[src/rtl/eth_tx_fifo_reader.sv]
// eth_tx_fifo_reader
// Reads one Ethernet frame out of a byte FIFO and serialises it onto an RMII
// transmit interface: 7 preamble bytes, SFD, payload, zero pad up to MIN_BYTES,
// then the 4-byte CRC-32 FCS, followed by an inter-frame gap.
//
// Ports
//   Clk         RMII 50 MHz reference clock, all logic on the rising edge
//   Rst         synchronous active-high reset
//   Tx_Start    single-cycle frame request, honoured only while idle
//   Byte_Count  frame length in FIFO bytes, captured with an accepted Tx_Start
//   q           FIFO read data, valid the clock after Rd_En
//   empty       FIFO empty flag
//   Rd_En       FIFO pop request, one clock per byte
//   Tx_En       RMII transmit enable
//   Txd         RMII transmit dibit, bit 0 of each byte first
//   Busy        high whenever a frame or its gap is in progress
//   Done        one-clock pulse when a frame completes normally
//   Underrun    one-clock pulse when a frame is aborted on an empty FIFO
module eth_tx_fifo_reader #(
    parameter int unsigned MIN_BYTES  = 60,
    parameter int unsigned IFG_CYCLES = 48
) (
    input  logic        Clk,
    input  logic        Rst,
    input  logic        Tx_Start,
    input  logic [10:0] Byte_Count,
    input  logic [7:0]  q,
    input  logic        empty,
    output logic        Rd_En,
    output logic        Tx_En,
    output logic [1:0]  Txd,
    output logic        Busy,
    output logic        Done,
    output logic        Underrun
);

    localparam logic [2:0] ST_IDLE     = 3'd0;
    localparam logic [2:0] ST_PREAMBLE = 3'd1;
    localparam logic [2:0] ST_SFD      = 3'd2;
    localparam logic [2:0] ST_DATA     = 3'd3;
    localparam logic [2:0] ST_PAD      = 3'd4;
    localparam logic [2:0] ST_FCS      = 3'd5;
    localparam logic [2:0] ST_IFG      = 3'd6;

    localparam int unsigned        GAP_W    = (IFG_CYCLES > 1) ? $clog2(IFG_CYCLES) : 1;
    localparam logic [GAP_W-1:0]   GAP_LAST = GAP_W'(IFG_CYCLES - 1);
    localparam logic [11:0]        MIN_LEN  = 12'(MIN_BYTES);

    // Reflected CRC-32, one byte, LSB first.
    function automatic logic [31:0] crc_byte(input logic [31:0] crc, input logic [7:0] data);
        logic [31:0] c;
        c = crc ^ {24'h0, data};
        for (int i = 0; i < 8; i++) begin
            c = c[0] ? ((c >> 1) ^ 32'hEDB88320) : (c >> 1);
        end
        return c;
    endfunction

    logic [2:0]       state_q, state_d;
    logic [1:0]       idx_q, idx_d;
    logic [10:0]      byte_cnt_q, byte_cnt_d;
    logic [10:0]      pop_cnt_q, pop_cnt_d;
    logic [10:0]      len_q, len_d;
    logic [31:0]      shreg_q, shreg_d;
    logic [31:0]      crc_q, crc_d;
    logic [GAP_W-1:0] gap_cnt_q, gap_cnt_d;
    logic             abort_q, abort_d;
    logic             done_q, done_d;
    logic             underrun_q, underrun_d;

    logic             need_pop;
    logic             starve;
    logic [11:0]      byte_nxt;

    always_comb begin
        state_d    = state_q;
        idx_d      = idx_q + 2'd1;
        byte_cnt_d = byte_cnt_q;
        len_d      = len_q;
        shreg_d    = shreg_q >> 2;
        crc_d      = crc_q;
        gap_cnt_d  = gap_cnt_q;
        abort_d    = abort_q;
        done_d     = 1'b0;
        underrun_d = 1'b0;

        byte_nxt = {1'b0, byte_cnt_q} + 12'd1;

        // The pop for the next payload byte is issued two dibits early so q is
        // ready when the current byte finishes shifting out.
        need_pop = ((state_q == ST_SFD) || (state_q == ST_DATA)) && (idx_q == 2'd2) &&
                   (pop_cnt_q < len_q);
        starve   = need_pop && empty;
        Rd_En    = need_pop && !empty && !Rst;
        pop_cnt_d = Rd_En ? (pop_cnt_q + 11'd1) : pop_cnt_q;

        case (state_q)
            ST_IDLE: begin
                idx_d   = 2'd0;
                shreg_d = '0;
                if (Tx_Start && (Byte_Count != 11'd0)) begin
                    state_d    = ST_PREAMBLE;
                    len_d      = Byte_Count;
                    byte_cnt_d = '0;
                    pop_cnt_d  = '0;
                    shreg_d    = 32'h55;
                    crc_d      = 32'hFFFF_FFFF;
                    abort_d    = 1'b0;
                end
            end
            ST_PREAMBLE: begin
                if (idx_q == 2'd3) begin
                    if (byte_cnt_q == 11'd6) begin
                        state_d    = ST_SFD;
                        byte_cnt_d = '0;
                        shreg_d    = 32'hD5;
                    end else begin
                        byte_cnt_d = byte_nxt[10:0];
                        shreg_d    = 32'h55;
                    end
                end
            end
            ST_SFD, ST_DATA: begin
                if (starve) begin
                    state_d    = ST_IFG;
                    idx_d      = 2'd0;
                    gap_cnt_d  = '0;
                    abort_d    = 1'b1;
                    underrun_d = 1'b1;
                end else if (idx_q == 2'd3) begin
                    if ((state_q == ST_SFD) || (byte_nxt < {1'b0, len_q})) begin
                        state_d    = ST_DATA;
                        byte_cnt_d = (state_q == ST_SFD) ? 11'd0 : byte_nxt[10:0];
                        shreg_d    = {24'h0, q};
                        crc_d      = crc_byte(crc_q, q);
                    end else if ({1'b0, len_q} < MIN_LEN) begin
                        // byte_cnt keeps counting frame bytes through the pad.
                        state_d    = ST_PAD;
                        byte_cnt_d = len_q;
                        shreg_d    = '0;
                        crc_d      = crc_byte(crc_q, 8'h00);
                    end else begin
                        state_d    = ST_FCS;
                        byte_cnt_d = '0;
                        shreg_d    = ~crc_q;
                    end
                end
            end
            ST_PAD: begin
                if (idx_q == 2'd3) begin
                    if (byte_nxt < MIN_LEN) begin
                        byte_cnt_d = byte_nxt[10:0];
                        shreg_d    = '0;
                        crc_d      = crc_byte(crc_q, 8'h00);
                    end else begin
                        state_d    = ST_FCS;
                        byte_cnt_d = '0;
                        shreg_d    = ~crc_q;
                    end
                end
            end
            ST_FCS: begin
                // All 32 FCS bits sit in shreg; it simply keeps shifting.
                if (idx_q == 2'd3) begin
                    if (byte_cnt_q == 11'd3) begin
                        state_d   = ST_IFG;
                        gap_cnt_d = '0;
                    end else begin
                        byte_cnt_d = byte_nxt[10:0];
                    end
                end
            end
            ST_IFG: begin
                idx_d   = 2'd0;
                shreg_d = '0;
                if (gap_cnt_q == GAP_LAST) begin
                    state_d = ST_IDLE;
                    done_d  = !abort_q;
                end else begin
                    gap_cnt_d = gap_cnt_q + 1'b1;
                end
            end
            default: begin
                state_d = ST_IDLE;
                idx_d   = 2'd0;
            end
        endcase
    end

    always_ff @(posedge Clk) begin
        if (Rst) begin
            state_q    <= ST_IDLE;
            idx_q      <= '0;
            byte_cnt_q <= '0;
            pop_cnt_q  <= '0;
            len_q      <= '0;
            shreg_q    <= '0;
            crc_q      <= 32'hFFFF_FFFF;
            gap_cnt_q  <= '0;
            abort_q    <= 1'b0;
            done_q     <= 1'b0;
            underrun_q <= 1'b0;
        end else begin
            state_q    <= state_d;
            idx_q      <= idx_d;
            byte_cnt_q <= byte_cnt_d;
            pop_cnt_q  <= pop_cnt_d;
            len_q      <= len_d;
            shreg_q    <= shreg_d;
            crc_q      <= crc_d;
            gap_cnt_q  <= gap_cnt_d;
            abort_q    <= abort_d;
            done_q     <= done_d;
            underrun_q <= underrun_d;
        end
    end

    assign Tx_En    = (state_q == ST_PREAMBLE) || (state_q == ST_SFD) || (state_q == ST_DATA) ||
                      (state_q == ST_PAD) || (state_q == ST_FCS);
    assign Txd      = Tx_En ? shreg_q[1:0] : 2'b00;
    assign Busy     = (state_q != ST_IDLE);
    assign Done     = done_q;
    assign Underrun = underrun_q;

endmodule

[config.mk]
export PLATFORM = sky130hd
export DESIGN_NAME = eth_tx_fifo_reader
export DESIGN_NICKNAME = d
export VERILOG_FILES = /design/src/rtl/eth_tx_fifo_reader.sv
export SDC_FILE = /design/constraint.sdc
export NUM_CORES = 1
export LEC_CHECK = 0
export ABC_AREA = 0
export BUFFER_PORTS_ARGS = -buffer_cell sky130_fd_sc_hd__buf_4
export CAP_MARGIN = 15
export CORE_UTILIZATION = 50
export CTS_CLUSTER_DIAMETER = 60
export DETAILED_ROUTE_END_ITERATION = 10
export PLACE_DENSITY = 0.67
export SLEW_MARGIN = 40
export SYNTH_ARGS = -nofsm -noshare
export SYNTH_HDL_FRONTEND = slang
export SYNTH_SLANG_ARGS = --single-unit
[constraint.sdc]
create_clock -name Clk -period 9.08 [get_ports Clk]
set_input_delay 0.908 -clock Clk [delete_from_list [all_inputs] [get_ports Clk]]
set_output_delay 0.908 -clock Clk [all_outputs]
set_load 0.03 [all_outputs]
==> results of run 1 <==
[per-layer routing]
metal / GRT usage / wire [um] / up-vias
met5: 0 / 0 / -
met4: 0.103 / 495 / 0
met2: 0.458 / 9120 / 215
li1: - / - / 3015
met1: 0.356 / 8640 / 3019
met3: 0.0479 / 1210 / 42
[power groups by stage]
stage          logic (mW)  clock network, mW  registers (mW)
6_report            0.957              0.411           0.616
3_3_place_gp        0.910                  0           0.622
5_1_grt              1.04              0.439           0.621
3_5_place_dp        0.932                  0           0.624
4_1_cts             0.942              0.421           0.613
2_1_floorplan       0.777                  0           0.564
[cells by family after synthesis]
kind of cell,count (synthesis),share of synthesized area
simple gates,265,0.183
buf+inv,77,0.0465
flops,111,0.313
compound gates,212,0.206
mux,18,0.0254
xor+xnor,142,0.180
fa+ha+maj,26,0.0458
[flip-flops by register name, indices dropped and copies added, names as in the netlist, 2 cells and up]
signal / count
state_q: 3
crc_q: 32
len_q: 11
idx_q: 2
shreg_q: 32
byte_cnt_q: 11
gap_cnt_q: 6
pop_cnt_q: 11
[how the worst max path moves through the flow]
| stage | depth (start not counted) | startpoint | slack, ns | endpoint |
|---|---|---|---|---|
| global placement | 12 | byte_cnt_q[0]$_SDFFE_PP0P_ | 5.22 | crc_q[20]$_SDFFE_PP1P_ |
| detailed placement | 12 | byte_cnt_q[0]$_SDFFE_PP0P_ | 5.06 | crc_q[24]$_SDFFE_PP1P_ |
| floorplan | 12 | byte_cnt_q[0]$_SDFFE_PP0P_ | 5.66 | crc_q[1]$_SDFFE_PP1P_ |
| global route | 12 | byte_cnt_q[0]$_SDFFE_PP0P_ | 4.58 | crc_q[22]$_SDFFE_PP1P_ |
| finish | 12 | byte_cnt_q[0]$_SDFFE_PP0P_ | 4.99 | crc_q[22]$_SDFFE_PP1P_ |
| CTS | 12 | byte_cnt_q[0]$_SDFFE_PP0P_ | 5.03 | crc_q[22]$_SDFFE_PP1P_ |
[stage by stage]
step	instance area [um2]	cells	setup WS [ns]	hold WS (ns)	power [mW]
global route	7710	1031	4.58	0.455	2.10
global placement	7370	1015	5.22	0.410	1.53
detailed placement	7390	1015	5.06	0.411	1.56
CTS	7700	1031	5.03	0.433	1.98
floorplan	7100	851	5.66	0.401	1.34
finish	7710	1031	4.99	0.433	1.98
[worst reg2reg max path, cell delays in order, from the launching register on]
cell,delay [ns]
dfxtp_1,0.45
ha_1,0.32
nand3_2,0.18
nor3_1,0.27
xor2_1,0.28
ha_1,0.32
nand3_1,0.15
nor2_1,0.09
a211oi_1,0.27
a21oi_1,0.21
a221oi_4,0.70
nand2_4,0.31
o32a_1,0.43
[synth_stat cells, types with 3 or more instances]
library cell	count	area, um2
ha_1	26	325
o21a_1	4	30.0
o22a_1	20	175
inv_1	25	93.8
o21ai_0	47	235
or2_2	7	43.8
nand4_1	11	68.8
a211o_1	3	26.3
a21o_1	3	22.5
nand2b_1	7	43.8
a31oi_1	4	25.0
o211ai_1	3	22.5
nor2b_1	11	68.8
and2_1	6	37.5
or3_1	7	43.8
a21boi_0	3	22.5
o41ai_1	4	35.0
o32a_1	8	80.1
a211oi_1	9	67.6
mux2i_1	18	180
a21oi_1	44	220
nand2_1	64	240
xnor2_1	86	753
buf_6	3	33.8
dfxtp_1	111	2220
clkbuf_1	34	128
and3_1	12	75.1
buf_2	11	55.1
xor2_1	53	464
o22ai_1	18	113
nor2_1	73	274
a311o_1	6	60.1
a22oi_1	9	67.6
and4_1	3	26.3
nor4_1	4	25.0
nor3_1	13	65.1
nand3_1	31	155
nor3b_1	3	22.5
[area by class of cell]
| cell class | instances | share of cell area |
|---|---|---|
| Inverter | 25 | 0.0122 |
| Multi-Input combinational cell | 663 | 0.596 |
| Clock buffer | 9 | 0.0292 |
| Clock inverter | 7 | 0.0104 |
| Timing Repair Buffer | 36 | 0.0351 |
| Tap cell | 180 | 0.0292 |
| Sequential cell | 111 | 0.288 |
[layout by cell type, fill, tap and decap left out, drive strengths merged, types with 9 or more instances in the layout]
cell type    n
nand4       11
xor2        54
clkbuf       9
a21oi       44
xnor2       86
nand2       65
nor2        73
o22a        20
or2          9
o22ai       18
a211oi       9
dfxtp      111
nor3        13
ha          26
nand3       32
o21ai       48
buf         36
mux2i       18
and3        12
a22oi        9
nor2b       11
inv         27
==> run metrics, run 1 <==
status complete, no violations; vias in the first global route just under 6000; final setup fails 0; internal power between 1 and 1.5 mW; die height around 120 um; HP Class flop to flop; Max Cap Violations 0; syn nets 900; clk buf depth 2; unrepaired setup endpoints after global routing false; vias per cell 6.10; sequential-to-total area share from yosys stat 0.313; Crit path top cell by count ha_1; number of cells on the worst hold path 2; setup TNS 0 ns; Clk pin slew, worst setup/hold paths approximately 0.08 ns; main flop type after synthesis dfxtp_1; Avg Cell Area, Syn between 8 and 9 um2; die width 121 um; Core Util, Final 0.555; cells after synthesis ~850; CP Class flop to flop; CTS Buf Count 9; Reg area 2220 um2; Multi-input gate area ~4600 um2; max incr delay on CP 0.70 ns; Critical Path Sink Type flop; Worst Path Required 9.32 ns; reg2reg start byte_cnt_q[0]$_SDFFE_PP0P_; Ys Warns 0; arrival time at the worst endpoint roughly 4.3 ns; fraction of layout cells with a size suffix above 1 0.0846; Unique masters post-synth 72; crit-path cells ha_1, nand3_2, nor3_1, xor2_1, ha_1, nand3_1, nor2_1, a211oi_1, a21oi_1, a221oi_4, nand2_4, o32a_1; clock power share 0.207; dpl hpwl approximately 14 mm; worst path buffer plus inverter count 0; Routed WL per cell between 15 and 20 um; routability cong. between 0.9 and 1; sequential fraction of design power 0.311; I/O Buffers 29; Worst VDD drop ~130 uV; Comb power frac 0.482; Net Switching between 800 and 900 uW; io pins 30; fmax between 0.2 and 0.25 GHz; Final Hold Fails 0; Core ar. about 14000 um2; GRT Residual Overflow 0; Async SR Flop Fraction 0; Die Footprint ~15000 um2; worst-margin pin slew between 0.8 and 0.9 ns; R2R cell count 12; Sw Share 0.428; Post-CTS Setup Inserts 0; htree depth 3; clk_lat worst skew approximately 0.36 ns; Min-Delay Endpoint shreg_q[29]$_SDFF_PP0_; global-route wire length before repair 31.2 mm; CP max-delay cell a221oi_4; DR pass1 iterations 5; layout net count 895; Netlist Area Pre-Place 7100 um2; post_cts resized 0; Critical Path Source Type flop; Final period util 0.451; min-delay src shreg_q[31]$_SDFF_PP0_; leakage power 2.76 nW; CTS tree yes; fill count 1298; Synth-to-Final Area Change 8.60%; initial antenna violation count 0; routed wire length about 19 mm; Clock Root Buffer clkbuf_16; Tmin final 4.09 ns; Yosys reg bits 111; largest net degree at the start of global routing 50; R2R Path End crc_q[22]$_SDFFE_PP1P_; FP Rows between 40 and 50; Diodes inserted 0; critical path fanouts, max 24; total number of vias ~6300; clk_skew between 0.01 and 0.015 ns; delay-heaviest family, CP compound AO/OA/AOI/OAI gates; GRT Util Overall 0.276; DRC Markers 0; Initial Utilization 0.511; pins over their slew limit 0; Num Clock Sinks between 100 and 150; Post-synth EDFFs 0; max_slew headroom 0.426; drt initial violations around 670; reg-to-reg setup timing slack roughly 5 ns; post-route antenna net violation count 0; pwr/cell area approximately 260 nW/um2; CTS Hold Bufs 0
(Power assumes the default switching activity.)
==> inputs of run 2 (changes only) <==
ABC_AREA = 1   (was 0)
PLACE_DENSITY = 0.69   (was 0.67)
clock period = 3.4 ns   (was 9.08 ns; I/O delays follow)
==> run 2 against run 1 <==
Global-route usage is 1.8 points higher. Count of clock-buffer cells in the layout stayed put. Sequential power grew to 3.3 times the previous value. Combinational power grew to 6.2 times the previous value. Sequential cell count stayed put. Die area is 15% higher. Critical path type unchanged. Critical endpoint is now crc_q[30]$_SDFFE_PP1P_.
==> run metrics, run 2 <==
drt initial violations 817 (+21%); R2R cell count 17 (+5); status complete, no violations; most frequent cells in the layout 363 x nand2_1, 146 x nand3_1, 132 x inv_1, 110 x dfxtp_1, 84 x a21oi_1; arrival time at the worst endpoint 3.31 ns (-1.03 ns); CTS Hold Bufs 0 (unchanged); CTS Buf Count 9 (unchanged); total number of vias 8147 (+30%); most common cell after layout, fill and taps aside nand2_1; Post-synth EDFFs 0 (unchanged); Final period util 0.908 (+0.457); Max Cap Violations 0 (unchanged); die height 130 um (+7.4%); Die Footprint 16900 um2 (+15%); CTS tree yes; Diodes inserted 0 (unchanged); die width 130 um (+7.4%); routability cong. 0.962 (+5.7%); routed wire length 24.0 mm (+23%); Core ar. 15900 um2 (+15%); clk buf depth 2 (unchanged); Final Hold Fails 0 (unchanged); layout net count 1338 (+49%); Clock Root Buffer clkbuf_16; post-synthesis adder-cell area fraction 0.0397 (-0.00616); pins over their slew limit 0 (unchanged); Compound-Gate Fraction of Synth Area 0.103 (-0.104); vias per cell 5.40 (-12%); sequential-to-total area share from yosys stat 0.271 (-0.0421); critical path fanouts, max 20 (-17%); DR pass1 iterations 5 (unchanged); Clk pin slew, worst setup/hold paths 0.08 ns (about the same); most frequent cell after synthesis nand2_1; largest net degree at the start of global routing 52 (+4.0%); mux contribution to synthesized area 0 (-0.0254); Worst Path Required 3.62 ns (-5.70 ns); area share of and/or/nand/nor cells after synthesis 0.358 (+0.175); wl on met1 11.4 mm (+31%); htree depth 3 (unchanged); syn nets 1320 (+47%); cell taking the most area after synthesis dfxtp_1; clk_lat worst skew 0.36 ns (about the same); setup TNS 0 ns (unchanged); met3 wire len 1.94 mm (+59%); Synth top cells by count 365 x nand2_1, 146 x nand3_1, 134 x inv_1, 111 x dfxtp_1, 84 x a21oi_1; Async SR Flop Fraction 0 (unchanged); Ys Warns 0 (unchanged); DRC Markers 0 (unchanged); largest family of logic cells by synthesized area simple AND/OR/NAND/NOR gates; initial antenna violation count 1 (+1); GRT Util Overall 0.294 (+0.0185); pwr/cell area 1000 nW/um2 (+290%); Critical Path Source Type flop; Synth-to-Final Area Change 10.1%; top flop regs crc_q (32), shreg_q (32); number of cells on the worst hold path 3 (+1); top cell type's share of synthesized area 0.271 (-0.0421); HP Class input port to flop; post-route antenna net violation count 0 (unchanged); GRT Residual Overflow 0 (unchanged); highest metal used met4; Unique masters post-synth 44 (-39%); Yosys reg bits 111 (unchanged); worst-margin pin slew 0.858 ns (+0.00282 ns); Num Clock Sinks 111 (unchanged); WHS 0.275 ns (-0.158 ns); main flop type after synthesis dfxtp_1; vias in the first global route 7259 (+22%); fraction of layout cells with a size suffix above 1 0.103 (+0.0182); max_slew headroom 0.424 (-0.00189); Avg Cell Area, Syn 6.45 um2 (-23%); Netlist Area Pre-Place 8200 um2 (+16%); Routed WL per cell 15.9 um (-16%); global-route wire length before repair 38.4 mm (+23%); I/O Buffers 29 (unchanged); final setup fails 0 (unchanged); io pins 30 (unchanged); leakage power 4.11 nW (+49%); Critical Path Sink Type flop; Worst VDD drop 554 uV (+340%); Post-Synth XOR/XNOR Area 0.133 (-0.0469); CP Class flop to flop; clk_skew 0.00940 ns (-0.00191 ns); WL met2 10.3 mm (+13%); FP Rows 46 (+7.0%); fmax 0.324 GHz (+33%); Tmin final 3.09 ns (-1.01 ns); dpl hpwl 17.8 mm (+24%); Initial Utilization 0.514 (+0.00299); synth top area cells dfxtp_1 27%, nand2_1 17%, nand3_1 8.9%, xor2_1 7.4%, inv_1 6.1%; cells after synthesis 1271 (+49%); unrepaired setup endpoints after global routing false
-- run 2: cell types whose count changed after synthesis, moves of 20 or more --
cell | previous run | this run
a21oi_1 | 44 | 84
nand3_1 | 31 | 146
nand2_1 | 64 | 365
o22a_1 | 20 | 0
xnor2_1 | 86 | 52
inv_1 | 25 | 134
-- run 2: cell families (layout without fill, tap and decap cells) --
| logic type | after synthesis | after routing |
|---|---|---|
| buffers and inverters | 194 | 217 |
| xor gates and xnor gates | 123 | 123 |
| adders and majority gates | 26 | 26 |
| AOI/OAI and AO/OA | 157 | 157 |
| DFF | 111 | 111 |
| and+or+nand+nor | 660 | 660 |
-- run 2: cell type report --
class,count,area [um2]
flip-flops and latches,111,2220
clock inverters,7,87.6
fillers,1588,6910
repair buffers,60,452
clock buffers,9,225
well taps,216,270
inverters,141,537
multi-input cells,966,5230
-- run 2: path summary, 6_finish.rpt --
| path | start | to | slack [ns] |
|---|---|---|---|
| hold / removal | Byte_Count[4] | len_q[4]$_SDFFE_PP0P_ | 0.28 |
| setup / recovery | byte_cnt_q[1]$_SDFFE_PP0P_ | crc_q[30]$_SDFFE_PP1P_ | 0.31 |
| hold reg to reg | shreg_q[19]$_SDFF_PP0_ | shreg_q[17]$_SDFF_PP0_ | 0.45 |
| setup reg to reg | byte_cnt_q[1]$_SDFFE_PP0P_ | crc_q[30]$_SDFFE_PP1P_ | 0.31 |
-- run 2: through the flow --
step                 util  total power [mW]  setup slack, ns  std cells  instance area [um2]
detailed placement  0.542              7.77            0.143       1489                 8630
CTS                 0.561              8.93            0.114       1505                 8950
finish              0.566              9.06            0.312       1510                 9030
global route        0.566              9.76           0.0389       1510                 9030
floorplan               -              6.37            0.670       1271                 8200
global placement    0.542              7.75            0.249       1489                 8630
-- run 2: timing repair --
item                       4_1_cts  5_1_grt
gates resized for setup          0       11
setup endpoints to repair        0       62
setup buffers                    0        5
-- run 2: layer usage --
metal	vias up	global-route usage
met4	0	0.0663
li1	4092	-
met5	-	0
met1	3733	0.425
met2	295	0.448
met3	27	0.0586
-- run 2: critical path, cell delays in order, from the launching register on --
cell     delay [ns]
dfxtp_2        0.38
ha_2           0.21
nand2_2        0.09
nor2_4         0.16
nand3_1        0.13
xor2_2         0.19
inv_1          0.08
ha_1           0.30
nand3_1        0.10
nor3_1         0.14
nand3_1        0.13
nand2_2        0.19
nand3_2        0.17
nor2_1         0.21
nor3_4         0.07
buf_6          0.18
o21ai_1        0.15
nand3_1        0.09
-- run 2: power breakdown --
group	total [mW]	internal (mW)	switching (mW)
logic	5.92	2.15	3.76
clock network	1.13	0.590	0.545
registers	2.01	1.57	0.442
==> inputs of run 3 (changes only) <==
CELL_PAD_IN_SITES_DETAIL_PLACEMENT = 0   (was unset)
CELL_PAD_IN_SITES_GLOBAL_PLACEMENT = 1   (was unset)
CORE_UTILIZATION = 41   (was 50)
PLACE_DENSITY = unset   (was 0.69)
PLACE_DENSITY_LB_ADDON = 0.1   (was unset)
RECOVER_POWER = 50   (was unset)
==> run 3 against run 2 <==
Combinational power up 1%. Sequential power about the same. Sequential cell count stayed put. Design area is 0.35% higher. Power up 1.9%. Sequential share of layout area shrank 0.085 points. First-iteration DRC count is 5.0% lower. Clock skew rose by 0.0013 ns. Count of clock-buffer cells in the layout is 2 higher. Clock power rose by 9.7%. Cell count rose by 3.0%. Via count decreased by 0.68%. Largest power group unchanged. Highest routed layer unchanged.
==> run metrics, run 3 (synthesis gave the netlist of run 2 again) <==
worst-margin pin slew 0.891 ns (+0.0329 ns); Worst Path Required 3.63 ns (about the same); crit-path cells ha_2, nand2_2, nor2_4, nand3_1, xor2_2, inv_1, ha_1, nand3_1, nor3_1, nand3_1, nand2_2, nand3_1, nor2_1, nor3_4, buf_12, o21ai_1, nand3_1; Final period util 0.906 (-0.00258); Tmin final 3.08 ns (-0.00876 ns); Crit path top cell by count nand3_1; layout net count 1335 (-0.22%); GRT Residual Overflow 0 (unchanged); Core ar. 19500 um2 (+22%); vias per cell 5.20 (-3.6%); I/O Buffers 29 (unchanged); dpl hpwl 19.4 mm (+9.2%); CP max-delay cell dfxtp_2; status complete, no violations; drt initial violations 776 (-5.0%); highest metal used met4; setup TNS 0 ns (unchanged); HP Class input port to flop; arrival time at the worst endpoint 3.31 ns (about the same); wl on met1 13.8 mm (+21%); critical path fanouts, max 32 (+60%); Reg area 2220 um2 (unchanged); Clock Root Buffer clkbuf_16; Multi-input gate area 5200 um2 (-0.62%); Worst VDD drop 538 uV (-2.9%); WL met2 10.8 mm (+4.6%); largest net degree at the start of global routing 50 (-3.8%); met3 wire len 1.57 mm (-19%); CTS Buf Count 9 (unchanged); worst path buffer plus inverter count 2 (unchanged); fraction of layout cells with a size suffix above 1 0.0875 (-0.0153); Routed WL per cell 17.0 um (+6.8%); clk_lat worst skew 0.37 ns (about the same); unrepaired setup endpoints after global routing false; top flop regs crc_q (32), shreg_q (32); DR pass1 iterations 5 (unchanged); leakage power 4.08 nW (-0.71%); FP Rows 51 (+11%); CP Class flop to flop; CTS tree yes; max_slew headroom 0.406 (-0.0178); total number of vias 8092 (-0.68%); clk_skew 0.0107 ns (+0.00127 ns); fill count 2057 (+30%); routability cong. 0.906 (-5.9%); most frequent cells in the layout 365 x nand2_1, 148 x nand3_1, 133 x inv_1, 110 x dfxtp_1, 84 x a21oi_1; die width 143 um (+10%); Finished Layout Cells 1556 (+3.0%); Critical Path Source Type flop; Final Hold Fails 0 (unchanged); Die Footprint 20600 um2 (+22%); io pins 30 (unchanged); Clk pin slew, worst setup/hold paths 0.08 ns (about the same); most common cell after layout, fill and taps aside nand2_1; post-route antenna net violation count 0 (unchanged); GRT Util Overall 0.268 (-0.0263); clk buf depth 2 (unchanged); Synth-to-Final Area Change 10.5%; htree depth 3 (unchanged); Critical Path Sink Type flop; max incr delay on CP 0.37 ns (about the same); pwr/cell area 1020 nW/um2 (+1.6%); vias in the first global route 7210 (-0.68%); delay-heaviest family, CP simple AND/OR/NAND/NOR gates; pins over their slew limit 0 (unchanged); Diodes inserted 0 (unchanged); global-route wire length before repair 41.8 mm (+8.7%); initial antenna violation count 0 (-1); Num Clock Sinks 111 (unchanged); die height 143 um (+10%); DP Area 8760 um2 (+1.5%); Max Cap Violations 0 (unchanged); Finished Cell Area 9060 um2 (+0.35%); DRC Markers 0 (unchanged); routed wire length 26.4 mm (+10%); placed cell count 1540 (+3.4%); CTS Hold Bufs 0 (unchanged); fmax 0.325 GHz (+0.28%); final setup fails 0 (unchanged); Initial Utilization 0.420 (-0.0944); Post-CTS Setup Inserts 0 (unchanged)
[run 3: area by class of cell]
cell class | instances | area share
Multi-Input combinational cell | 966 | 0.574
Clock buffer | 11 | 0.0268
Timing Repair Buffer | 57 | 0.0490
Sequential cell | 111 | 0.245
Tap cell | 265 | 0.0366
Clock inverter | 5 | 0.00967
Inverter | 141 | 0.0584
[run 3: routing by layer]
metal	vias to the layer above	GRT usage
li1	4098	-
met1	3743	0.422
met2	235	0.382
met3	16	0.0300
met4	0	0.0560
met5	-	0
[run 3: repair_timing]
item,CTS,global route
endpoints found under the hold margin,0,0
resized for setup,0,7
setup endpoints to repair,0,36
[run 3: where the power goes]
group          switching, mW  leakage, nW  internal (mW)  total, mW
clock                  0.562        0.158          0.677       1.24
combinational           3.81         3.01           2.18       5.99
sequential             0.437        0.906           1.57       2.01
[run 3: per-stage QoR]
step	util	worst slack, ns	hold slack, ns	power [mW]
floorplan	-	0.670	0.394	6.37
global placement	0.449	0.244	0.430	7.99
detailed placement	0.449	0.208	0.437	7.96
CTS	0.466	0.176	0.218	9.22
global route	0.464	0.0283	0.258	9.98
finish	0.464	0.320	0.219	9.24
[run 3: worst paths after layout]
check / from / to / slack [ns] / depth (start not counted)
worst max register to register: byte_cnt_q[1]$_SDFFE_PP0P_ / crc_q[30]$_SDFFE_PP1P_ / 0.32 / 17
worst min-delay path: Rst / pop_cnt_q[6]$_SDFF_PP0_ / 0.22 / 2
worst min register to register: shreg_q[15]$_SDFF_PP0_ / shreg_q[13]$_SDFF_PP0_ / 0.45 / 2
worst max-delay path: byte_cnt_q[1]$_SDFFE_PP0P_ / crc_q[30]$_SDFFE_PP1P_ / 0.32 / 17
